### config.mk
export PLATFORM = sky130hd
export DESIGN_NAME = muldiv_seq
export DESIGN_NICKNAME = d
export VERILOG_FILES = /design/src/rtl/muldiv_seq.sv
export SDC_FILE = /design/constraint.sdc
export NUM_CORES = 1
export LEC_CHECK = 0
export CORE_MARGIN = 3
export CORE_UTILIZATION = 65
export DETAILED_ROUTE_END_ITERATION = 10
export HOLD_SLACK_MARGIN = 0.12
export PLACE_DENSITY_LB_ADDON = 0.25
export SLEW_MARGIN = 15
export SYNTH_ARGS = -nofsm -noshare
export SYNTH_HDL_FRONTEND = slang
export SYNTH_SLANG_ARGS = --single-unit
### constraint.sdc
create_clock -name clk -period 7.7 [get_ports clk]
set_input_delay 1.54 -clock clk [delete_from_list [all_inputs] [get_ports clk]]
set_output_delay 1.54 -clock clk [all_outputs]
set_load 0.01 [all_outputs]
### src/rtl/muldiv_seq.sv
`timescale 1ns/1ps
// muldiv_seq: iterative RV32M multiply/divide unit that sits beside the EX-stage ALU.
// Multiply is shift-add and divide is restoring. Each takes XLEN iteration cycles,
// framed by one PREP cycle (magnitudes and signs) and one FIX cycle (sign correction
// and result select). Divide-by-zero and signed overflow finish straight from PREP.
//
// Handshake: start is sampled only in IDLE, and only when flush is low. stall is
// raised in the start cycle and stays high through FIX. done is a one-cycle pulse,
// and result/rd_out are valid while it is high. result/rd_out keep their value until
// the next operation completes. flush abandons any operation in flight and does not
// touch result/rd_out.
module muldiv_seq #(
    parameter int XLEN = 32
) (
    input  logic            clk,
    input  logic            reset,      // asynchronous, active low
    input  logic            start,
    input  logic            flush,
    input  logic [2:0]      funct3_in,
    input  logic [XLEN-1:0] op_a,
    input  logic [XLEN-1:0] op_b,
    input  logic [4:0]      rd_in,
    output logic            stall,
    output logic            busy,
    output logic            done,
    output logic [XLEN-1:0] result,
    output logic [4:0]      rd_out,
    output logic [2:0]      dbg_state
);

    localparam int CW = $clog2(XLEN);
    localparam logic [CW-1:0]     LP_CNT_LAST = CW'(XLEN - 1);
    localparam logic [XLEN-1:0]   LP_ONE      = XLEN'(1);
    localparam logic [2*XLEN-1:0] LP_ONE2     = (2*XLEN)'(1);
    localparam logic [XLEN-1:0]   LP_MIN_NEG  = {1'b1, {(XLEN-1){1'b0}}};

    typedef enum logic [2:0] {
        S_IDLE = 3'd0,
        S_PREP = 3'd1,
        S_CALC = 3'd2,
        S_FIX  = 3'd3,
        S_DONE = 3'd4
    } state_t;

    state_t              r_state;
    logic [2:0]          r_funct3;
    logic [XLEN-1:0]     r_a;
    logic [XLEN-1:0]     r_b;
    logic [4:0]          r_rd;
    logic [CW-1:0]       r_cnt;
    logic [2*XLEN-1:0]   r_acc;      // mul: {partial product, multiplier}; div: {remainder, quotient}
    logic [XLEN-1:0]     r_dvs;      // multiplicand or divisor magnitude
    logic                r_neg_q;    // negate product / quotient in FIX
    logic                r_neg_r;    // negate remainder in FIX
    logic [XLEN-1:0]     r_result;
    logic [4:0]          r_rd_out;
    logic                r_done;

    // ---------------- operand decode (used in PREP) ----------------
    logic            w_is_div;
    logic            w_a_signed;
    logic            w_b_signed;
    logic            w_sa;
    logic            w_sb;
    logic [XLEN-1:0] w_mag_a;
    logic [XLEN-1:0] w_mag_b;
    logic            w_div_zero;
    logic            w_ovf;
    logic            w_special;
    logic [XLEN-1:0] w_special_res;

    assign w_is_div   = r_funct3[2];
    // MULH, MULHSU, DIV and REM treat op_a as signed; MULHSU leaves op_b unsigned.
    assign w_a_signed = (r_funct3 == 3'b001) || (r_funct3 == 3'b010) ||
                        (r_funct3 == 3'b100) || (r_funct3 == 3'b110);
    assign w_b_signed = (r_funct3 == 3'b001) || (r_funct3 == 3'b100) ||
                        (r_funct3 == 3'b110);
    assign w_sa       = w_a_signed & r_a[XLEN-1];
    assign w_sb       = w_b_signed & r_b[XLEN-1];
    assign w_mag_a    = w_sa ? (~r_a + LP_ONE) : r_a;
    assign w_mag_b    = w_sb ? (~r_b + LP_ONE) : r_b;
    assign w_div_zero = (r_b == '0);
    assign w_ovf      = ((r_funct3 == 3'b100) || (r_funct3 == 3'b110)) &&
                        (r_a == LP_MIN_NEG) && (r_b == '1);
    assign w_special  = w_is_div && (w_div_zero || w_ovf);
    // funct3[1] selects remainder. Div-by-zero: quotient all ones, remainder op_a.
    // Overflow: quotient op_a (the most negative value), remainder 0.
    assign w_special_res = w_div_zero ? (r_funct3[1] ? r_a : '1)
                                      : (r_funct3[1] ? '0  : r_a);

    // ---------------- one multiply iteration ----------------
    logic [XLEN-1:0]   w_addend;
    logic [XLEN:0]     w_mul_sum;
    logic [2*XLEN-1:0] w_mul_next;

    assign w_addend   = r_acc[0] ? r_dvs : '0;
    assign w_mul_sum  = {1'b0, r_acc[2*XLEN-1:XLEN]} + {1'b0, w_addend};
    assign w_mul_next = {w_mul_sum, r_acc[XLEN-1:1]};

    // ---------------- one restoring-divide iteration ----------------
    logic [XLEN:0]     w_div_shl;    // remainder shifted left with the next dividend bit
    logic              w_div_ok;
    logic [XLEN-1:0]   w_div_trial;
    logic [2*XLEN-1:0] w_div_next;

    assign w_div_shl   = r_acc[2*XLEN-1:XLEN-1];
    assign w_div_ok    = (w_div_shl >= {1'b0, r_dvs});
    assign w_div_trial = w_div_shl[XLEN-1:0] - r_dvs;
    assign w_div_next  = {(w_div_ok ? w_div_trial : w_div_shl[XLEN-1:0]),
                          r_acc[XLEN-2:0], w_div_ok};

    // ---------------- sign fix-up and result select ----------------
    logic [2*XLEN-1:0] w_prod;
    logic [XLEN-1:0]   w_quot;
    logic [XLEN-1:0]   w_rem;
    logic [XLEN-1:0]   w_fix_res;

    assign w_prod    = r_neg_q ? (~r_acc + LP_ONE2) : r_acc;
    assign w_quot    = r_neg_q ? (~r_acc[XLEN-1:0] + LP_ONE) : r_acc[XLEN-1:0];
    assign w_rem     = r_neg_r ? (~r_acc[2*XLEN-1:XLEN] + LP_ONE) : r_acc[2*XLEN-1:XLEN];
    assign w_fix_res = w_is_div ? (r_funct3[1] ? w_rem : w_quot)
                                : ((r_funct3 == 3'b000) ? w_prod[XLEN-1:0]
                                                        : w_prod[2*XLEN-1:XLEN]);

    // Sequencer FSM: operand capture, iteration, fix-up and registered outputs.
    always_ff @(posedge clk or negedge reset) begin
        if (!reset) begin
            r_state  <= S_IDLE;
            r_funct3 <= '0;
            r_a      <= '0;
            r_b      <= '0;
            r_rd     <= '0;
            r_cnt    <= '0;
            r_acc    <= '0;
            r_dvs    <= '0;
            r_neg_q  <= 1'b0;
            r_neg_r  <= 1'b0;
            r_result <= '0;
            r_rd_out <= '0;
            r_done   <= 1'b0;
        end else begin
            r_done <= 1'b0;
            case (r_state)
                S_IDLE: begin
                    if (start && !flush) begin
                        r_funct3 <= funct3_in;
                        r_a      <= op_a;
                        r_b      <= op_b;
                        r_rd     <= rd_in;
                        r_state  <= S_PREP;
                    end
                end
                S_PREP: begin
                    if (flush) begin
                        r_state <= S_IDLE;
                    end else begin
                        r_neg_q <= w_sa ^ w_sb;
                        r_neg_r <= w_sa;
                        if (w_special) begin
                            r_result <= w_special_res;
                            r_rd_out <= r_rd;
                            r_done   <= 1'b1;
                            r_state  <= S_DONE;
                        end else begin
                            r_acc   <= {{XLEN{1'b0}}, w_mag_a};
                            r_dvs   <= w_mag_b;
                            r_cnt   <= LP_CNT_LAST;
                            r_state <= S_CALC;
                        end
                    end
                end
                S_CALC: begin
                    if (flush) begin
                        r_state <= S_IDLE;
                    end else begin
                        r_acc <= w_is_div ? w_div_next : w_mul_next;
                        if (r_cnt == '0) begin
                            r_state <= S_FIX;
                        end else begin
                            r_cnt <= r_cnt - CW'(1);
                        end
                    end
                end
                S_FIX: begin
                    if (flush) begin
                        r_state <= S_IDLE;
                    end else begin
                        r_result <= w_fix_res;
                        r_rd_out <= r_rd;
                        r_done   <= 1'b1;
                        r_state  <= S_DONE;
                    end
                end
                S_DONE: begin
                    r_state <= S_IDLE;
                end
                default: begin
                    r_state <= S_IDLE;
                end
            endcase
        end
    end

    assign stall     = (start && (r_state == S_IDLE)) ||
                       (r_state == S_PREP) || (r_state == S_CALC) || (r_state == S_FIX);
    assign busy      = (r_state != S_IDLE);
    assign done      = r_done;
    assign result    = r_result;
    assign rd_out    = r_rd_out;
    assign dbg_state = r_state;

endmodule

==> qor.yml, run 1 <==
outcome:
  status: "finished, final reports clean"
logic_synthesis:
  synth_edf_count: 0
  synth_top_area_cell: "dfrtp_1"
  netlist_top_cells_area: "dfrtp_1 (31%), o21ai_0 (6.4%), nand2_1 (5.5%)"
  synth_cells: 2130
  avgSynthCellArea_um2: 8.209
  post-synth-top-count-cell: "nand2_1"
  ys_top_cells_by_count: "nand2_1 (258), o21ai_0 (224), dfrtp_1 (216)"
  yosysSeqAreaShare: 0.3091
  synth_warnings: 0
  yosys.cell_types.count: 85
  synth.ff_latch_count: 216
  netlist_area_um2: 17490
  synth_ff_type: "dfrtp_1"
  synth_top_area_share: 0.3091
  synthArstFlopShare: 1.000
  synth_fp_nets: 2279
detailed_routing:
  vias: 17450
  drt-total-wl_um: 59080
  dr.pass1.iters: 8
  detail_route.vias_per_cell: 6.952
  wl_per_cell_um: 23.54
  drt_iter0_markers: 2253
  drtAntennaViolNets: 0
  drc_errors: 0
clock_tree:
  clkSinkCount: 216
  clock_path_buffers: 3
  cts_resized: 0
  clk_pin_slew_ns: 0.06
  holdBufCountCts: 0
  cts_buffers: 25
  h-tree-depth: 1
  cts-root-buf: "clkbuf_16"
  post-cts-setup-buffers: 0
  worstSkewPairLatency_ns: 0.56
  cts_tree: "built"
die:
  die_h_um: 170.0
  rows: 59
  start_util: 0.6653
  die_area_um2: 28910
  io_pins: 119
  core_um2: 26280
  die_w_um: 170.0
timing:
  worst_slew_pin_slew_ns: 1.210
  rsz0062_at_grt: "no"
  period_share: 0.5883
  period_minus_slack_ns: 4.530
  slew_violations: 0
  final.setup.tns_ns: 0
  finalClockSkew_ns: 0.01366
  clock.fmax_mhz: 220.7
  slew_headroom: 0.1936
  hold_violations: 0
  setup_viol: 0
grt:
  grt_util_met2: 0.6094
  grt_start_max_net_pins: 122
  met3_usage: 0.09872
  first_global_vias: 16410
  grt.busiest_layer: "met2"
  antenna_found_initial: 2
  grt_overflow: 0
  track_usage: 0.4013
  grt_pass1_wl_um: 91910
  grt_use_met1: 0.5707
critical_path:
  critPathArrivalTime_ns: 2.99
  rr_worst_depth: 10
  start_kind: "input pin"
  cp.required_ns: 6.16
  r2r-end: "r_acc[37]"
  path_max_fanout: 2
  end_kind: "primary output"
  crit_path_end: "stall"
  path_class: "input pin to primary output"
  rrSetupSlack_ns: 3.50
  r2r_start: "r_acc[50]"
  crit_start: "start"
worst_hold_path:
  hp-class: "flip-flop to flip-flop"
layout:
  finalNetCount: 2304
  syn2layout_area_growth_pct: 12.53
  drive_gt1_frac: 0.08510
  stdcell_area_um2: 19680
  fin_util: 0.7487
pwr:
  p_leak_nw: 8.479
  p_total_mw: 8.869
  vdd_drop_max_v: 0.0002888
  power_density_nw_per_um2: 450.8
placement:
  hpwl_um: 42020
  gp_congestion: 1.023
  port_buffers: 118
  place_area_um2: 18740
flow_run:
  max_cap_viol_count: 0
## per-stage QoR
stage / worst slack, ns / instances / hold WS (ns)
3_3_place_gp: 3.234 / 2462 / 0.4413
3_5_place_dp: 3.159 / 2462 / 0.4497
5_1_grt: 3.101 / 2509 / 0.4864
6_report: 3.170 / 2510 / 0.4655
4_1_cts: 3.180 / 2508 / 0.4641
2_1_floorplan: 4.419 / 2130 / 0.4331
## per-layer routing
| metal | part of all wire | wire length [µm] | vias to the layer above |
|---|---|---|---|
| met5 | 0 | 0 | - |
| met4 | 0.037 | 2182 | 0 |
| met3 | 0.12 | 7332 | 172 |
| met2 | 0.43 | 25390 | 1163 |
| met1 | 0.41 | 24170 | 8346 |
| li1 | - | - | 7768 |
## final cells by class
cell class / instances / area [µm²]
inverters: 68 / 255.2
clock inverters: 10 / 167.7
clock buffers: 36 / 747.0
repair buffers: 138 / 1349
diodes: 1 / 2.502
multi-input cells: 1706 / 11330
fillers: 1896 / 6604
flip-flops and latches: 216 / 5408
well taps: 335 / 419.2
## where the power goes
group	total, mW	internal [mW]	leakage, nW	switching (mW)
logic	5.20	2.14	5.34	3.07
clock network	1.33	0.810	0.451	0.516
registers	2.34	1.52	2.69	0.818
## cells in the final DEF, fill, tap and decap left out, types with 18 or more instances in the layout
cell type        Yosys  routed
nor4_1              19      19
inv_1               66      66
a21oi_1            141     141
a21o_1              46      46
buf_4                0      19
and3_1              18      18
nand2_1            258     258
nor3_1              36      36
xor2_1              77      77
clkdlybuf4s50_1      0     117
mux2i_1             54      54
xnor2_1             99      99
o31ai_1             32      32
maj3_1              27      27
nand3_1             32      31
or3_1               30      30
o22ai_1             23      23
mux2_2              79      79
ha_1                71      71
nor2_1             150     148
o21ai_0            224     224
dfrtp_1            216     214
clkbuf_16            0      25
a31oi_1             21      21
nand4_1             18      18
## how the worst min path moves through the flow
stage / startpoint / slack (ns) / cells past startpoint / end
2_1_floorplan: r_rd[0] / 0.43 / 2 / rd_out[0]
3_3_place_gp: r_rd[3] / 0.44 / 2 / rd_out[3]
3_5_place_dp: r_rd[0] / 0.45 / 2 / rd_out[0]
4_1_cts: r_rd[0] / 0.46 / 2 / rd_out[0]
5_1_grt: r_rd[0] / 0.49 / 2 / rd_out[0]
6_report: r_rd[0] / 0.47 / 2 / rd_out[0]
## kinds of logic (layout without fill, tap and decap cells)
| family | after synthesis | count (layout) | share of synthesized area |
|---|---|---|---|
| AOI/OAI and AO/OA | 638 | 638 | 0.2258 |
| xor gates and xnor gates | 176 | 176 | 0.08816 |
| adders and majority gates | 100 | 100 | 0.06855 |
| buffers and inverters | 208 | 252 | 0.04580 |
| DFF | 216 | 216 | 0.3091 |
| muxes | 133 | 133 | 0.08179 |
| other | 0 | 1 | 0 |
| and+or+nand+nor | 659 | 659 | 0.1808 |
## sequential cells by signal, indices dropped and copies added, names as in the netlist, 5 cells and up
signal / flops
r_a: 32
r_acc: 64
r_b: 32
r_cnt: 5
r_dvs: 32
r_rd: 5
rd_out: 5
result: 32
## critical path: stages
cell,delay [ns]
clkdlybuf4s50_1,0.53
nor3_1,0.07
nor2_1,0.21
clkdlybuf4s50_1,0.64
Note: power is estimated with default switching activity, not from simulation.
==> run 2: changes to the inputs <==
--- a/config.mk
+++ b/config.mk
@@ -6,7 +6,7 @@
 export NUM_CORES = 1
 export LEC_CHECK = 0
 export CORE_MARGIN = 3
-export CORE_UTILIZATION = 65
+export CORE_UTILIZATION = 55
 export DETAILED_ROUTE_END_ITERATION = 10
 export HOLD_SLACK_MARGIN = 0.12
 export PLACE_DENSITY_LB_ADDON = 0.25
==> constraint.sdc (replaced) <==
create_clock -name clk -period 3.7 [get_ports clk]
set_input_delay 0.74 -clock clk [delete_from_list [all_inputs] [get_ports clk]]
set_output_delay 0.74 -clock clk [all_outputs]
set_load 0.01 [all_outputs]
==> run 2 against run 1 <==
Effect of this change:
- global-route usage down 4.7 points
- combinational power up 130%
- sequential share of layout area fell by 1.1 points
- design area rose by 4.0%
- clock power rose by 110%
- die area is 18% higher
- register-to-register slack got worse by 3.3 ns
- worst setup slack got worse by 2.9 ns
- first-iteration DRC count fell by 25%
==> qor.yml, run 2 (synthesized netlist as in run 1, its figures left out) <==
detailed_routing:
  drt-total-wl_um: 61130
  drtAntennaViolNets: 0
  drt_iter0_markers: 1698
  wl_per_cell_um: 23.06
  detail_route.vias_per_cell: 6.499
  drc_errors: 0
  vias: 17230
  dr.pass1.iters: 9
clock_tree:
  h-tree-depth: 1
  cts_buffers: 26
  clock_path_buffers: 3
  holdBufCountCts: 0
  cts-root-buf: "clkbuf_16"
  clkSinkCount: 216
  worstSkewPairLatency_ns: 0.54
  cts_tree: "built"
  clk_pin_slew_ns: 0.06
die:
  die_h_um: 184.3
  die_w_um: 184.3
  core_um2: 30990
  start_util: 0.5642
  io_pins: 119
  rows: 64
  die_area_um2: 33970
pwr:
  power_density_nw_per_um2: 940.3
  p_leak_nw: 8.907
  vdd_drop_max_v: 0.0005186
placement:
  port_buffers: 118
  pre_cts_ws_ns: 0.1436
  hpwl_um: 45790
  gp_congestion: 1.044
grt:
  first_global_vias: 16200
  antenna_found_initial: 1
  grt_start_max_net_pins: 111
  grt_pass1_wl_um: 94470
  grt_overflow: 0
  track_usage: 0.3541
critical_path:
  cp.required_ns: 4.09
  rrSetupSlack_ns: 0.23
  r2r-end: "r_acc[61]"
  path_cells: "inv_1, buf_12, nor2_1, ha_1, a21o_1, a31oi_1, o21bai_1, a221o_1, o21ai_1, a311oi_2, a31oi_1, xnor2_1, o221ai_1"
  end_kind: "flip-flop"
  r2r_start: "r_acc[0]"
  crit_start: "r_acc[0]"
  cpLargestDelayFamily: "compound AO/OA/AOI/OAI gates"
  rr_worst_depth: 13
  critPathMaxStageDelay_ns: 0.46
  critPathArrivalTime_ns: 3.86
  start_kind: "flip-flop"
  slowest_stage: "dfrtp_1"
  cp_common_cell: "a31oi_1"
  cp_num_buf_inv: 2
  path_class: "flip-flop to flip-flop"
  path_max_fanout: 30
layout:
  drive_gt1_frac: 0.1193
  largest_register_ff_count: 64
  syn2layout_area_growth_pct: 17.06
  final_cell_mix: "nand2_1 (258), o21ai_0 (223), dfrtp_1 (214), nor2_1 (147), a21oi_1 (140)"
  largest-register: "r_acc"
  fillers: 2607
  finalNetCount: 2385
  layout_commonest_cell: "nand2_1"
timing:
  period_share: 0.9376
  slew_headroom: 0.3322
  rsz0062_at_grt: "no"
  clock.fmax_mhz: 288.3
  hold_violations: 0
  slew_violations: 0
  finalClockSkew_ns: 0.01317
  final.setup.tns_ns: 0
  fin_ws_ns: 0.2309
  setup_viol: 0
  worst_slew_pin_slew_ns: 1.002
  period_minus_slack_ns: 3.469
flow_run:
  max_cap_viol_count: 0
worst_hold_path:
  hp-class: "input pin to asynchronous set/reset pin"
outcome:
  status: "finished, final reports clean"
[run 2: repair_timing]
item	4_1_cts	5_1_grt
buffers inserted	0	1
endpoints found under the setup margin	0	4
resized for setup	0	4
[run 2: worst max path at each step]
stage                            end  cells after the start  slack, ns
after floorplan           result[20]                     13       0.55
after detailed placement   r_acc[63]                     13       0.14
after CTS                  r_acc[63]                     13       0.07
after global placement     r_acc[63]                     13       0.21
final                      r_acc[61]                     13       0.23
after global routing       r_acc[63]                     13       0.02
[run 2: power by group]
part	internal, mW	switching, mW	total (mW)	leakage, nW
combinational	4.92	7.10	12.0	5.76
clock	1.76	1.07	2.83	0.461
sequential	3.18	1.23	4.40	2.69
[run 2: metal layers]
layer / GRT usage / routed length, µm
met2: 0.5143 / 25690
met4: 0.09162 / 1791
met3: 0.09769 / 7022
met5: 0 / 0
met1: 0.5213 / 26620
[run 2: worst reg2reg max path: stages, from the launching register on]
cell	delay [ns]
dfrtp_1	0.46
inv_1	0.15
buf_12	0.19
nor2_1	0.08
ha_1	0.34
a21o_1	0.24
a31oi_1	0.33
o21bai_1	0.15
a221o_1	0.41
o21ai_1	0.23
a311oi_2	0.17
a31oi_1	0.29
xnor2_1	0.16
o221ai_1	0.12
[run 2: area by class of cell]
type	instances	area, µm²	area share
antenna	1	2.502	0.0001223
clock buffer	34	742.0	0.03625
clock inverter	12	206.4	0.01009
inverter	68	255.2	0.01247
multi-input combinational	1706	11350	0.5544
sequential	216	5408	0.2642
tap	396	495.5	0.02421
timing repair buffer	218	2012	0.09829
[run 2: metrics by stage]
step / cell area (µm²) / total power, mW / cells / util / hold slack [ns]
final: 20470 / 19.25 / 2651 / 0.6605 / 0.2594
after global routing: 20470 / 20.44 / 2650 / 0.6604 / 0.3275
after CTS: 20440 / 18.88 / 2649 / 0.6595 / 0.3002
after detailed placement: 19490 / 15.95 / 2603 / 0.6289 / 0.4553
after global placement: 19490 / 15.78 / 2603 / 0.6289 / 0.4422
after floorplan: 17490 / 12.12 / 2130 / - / 0.4331
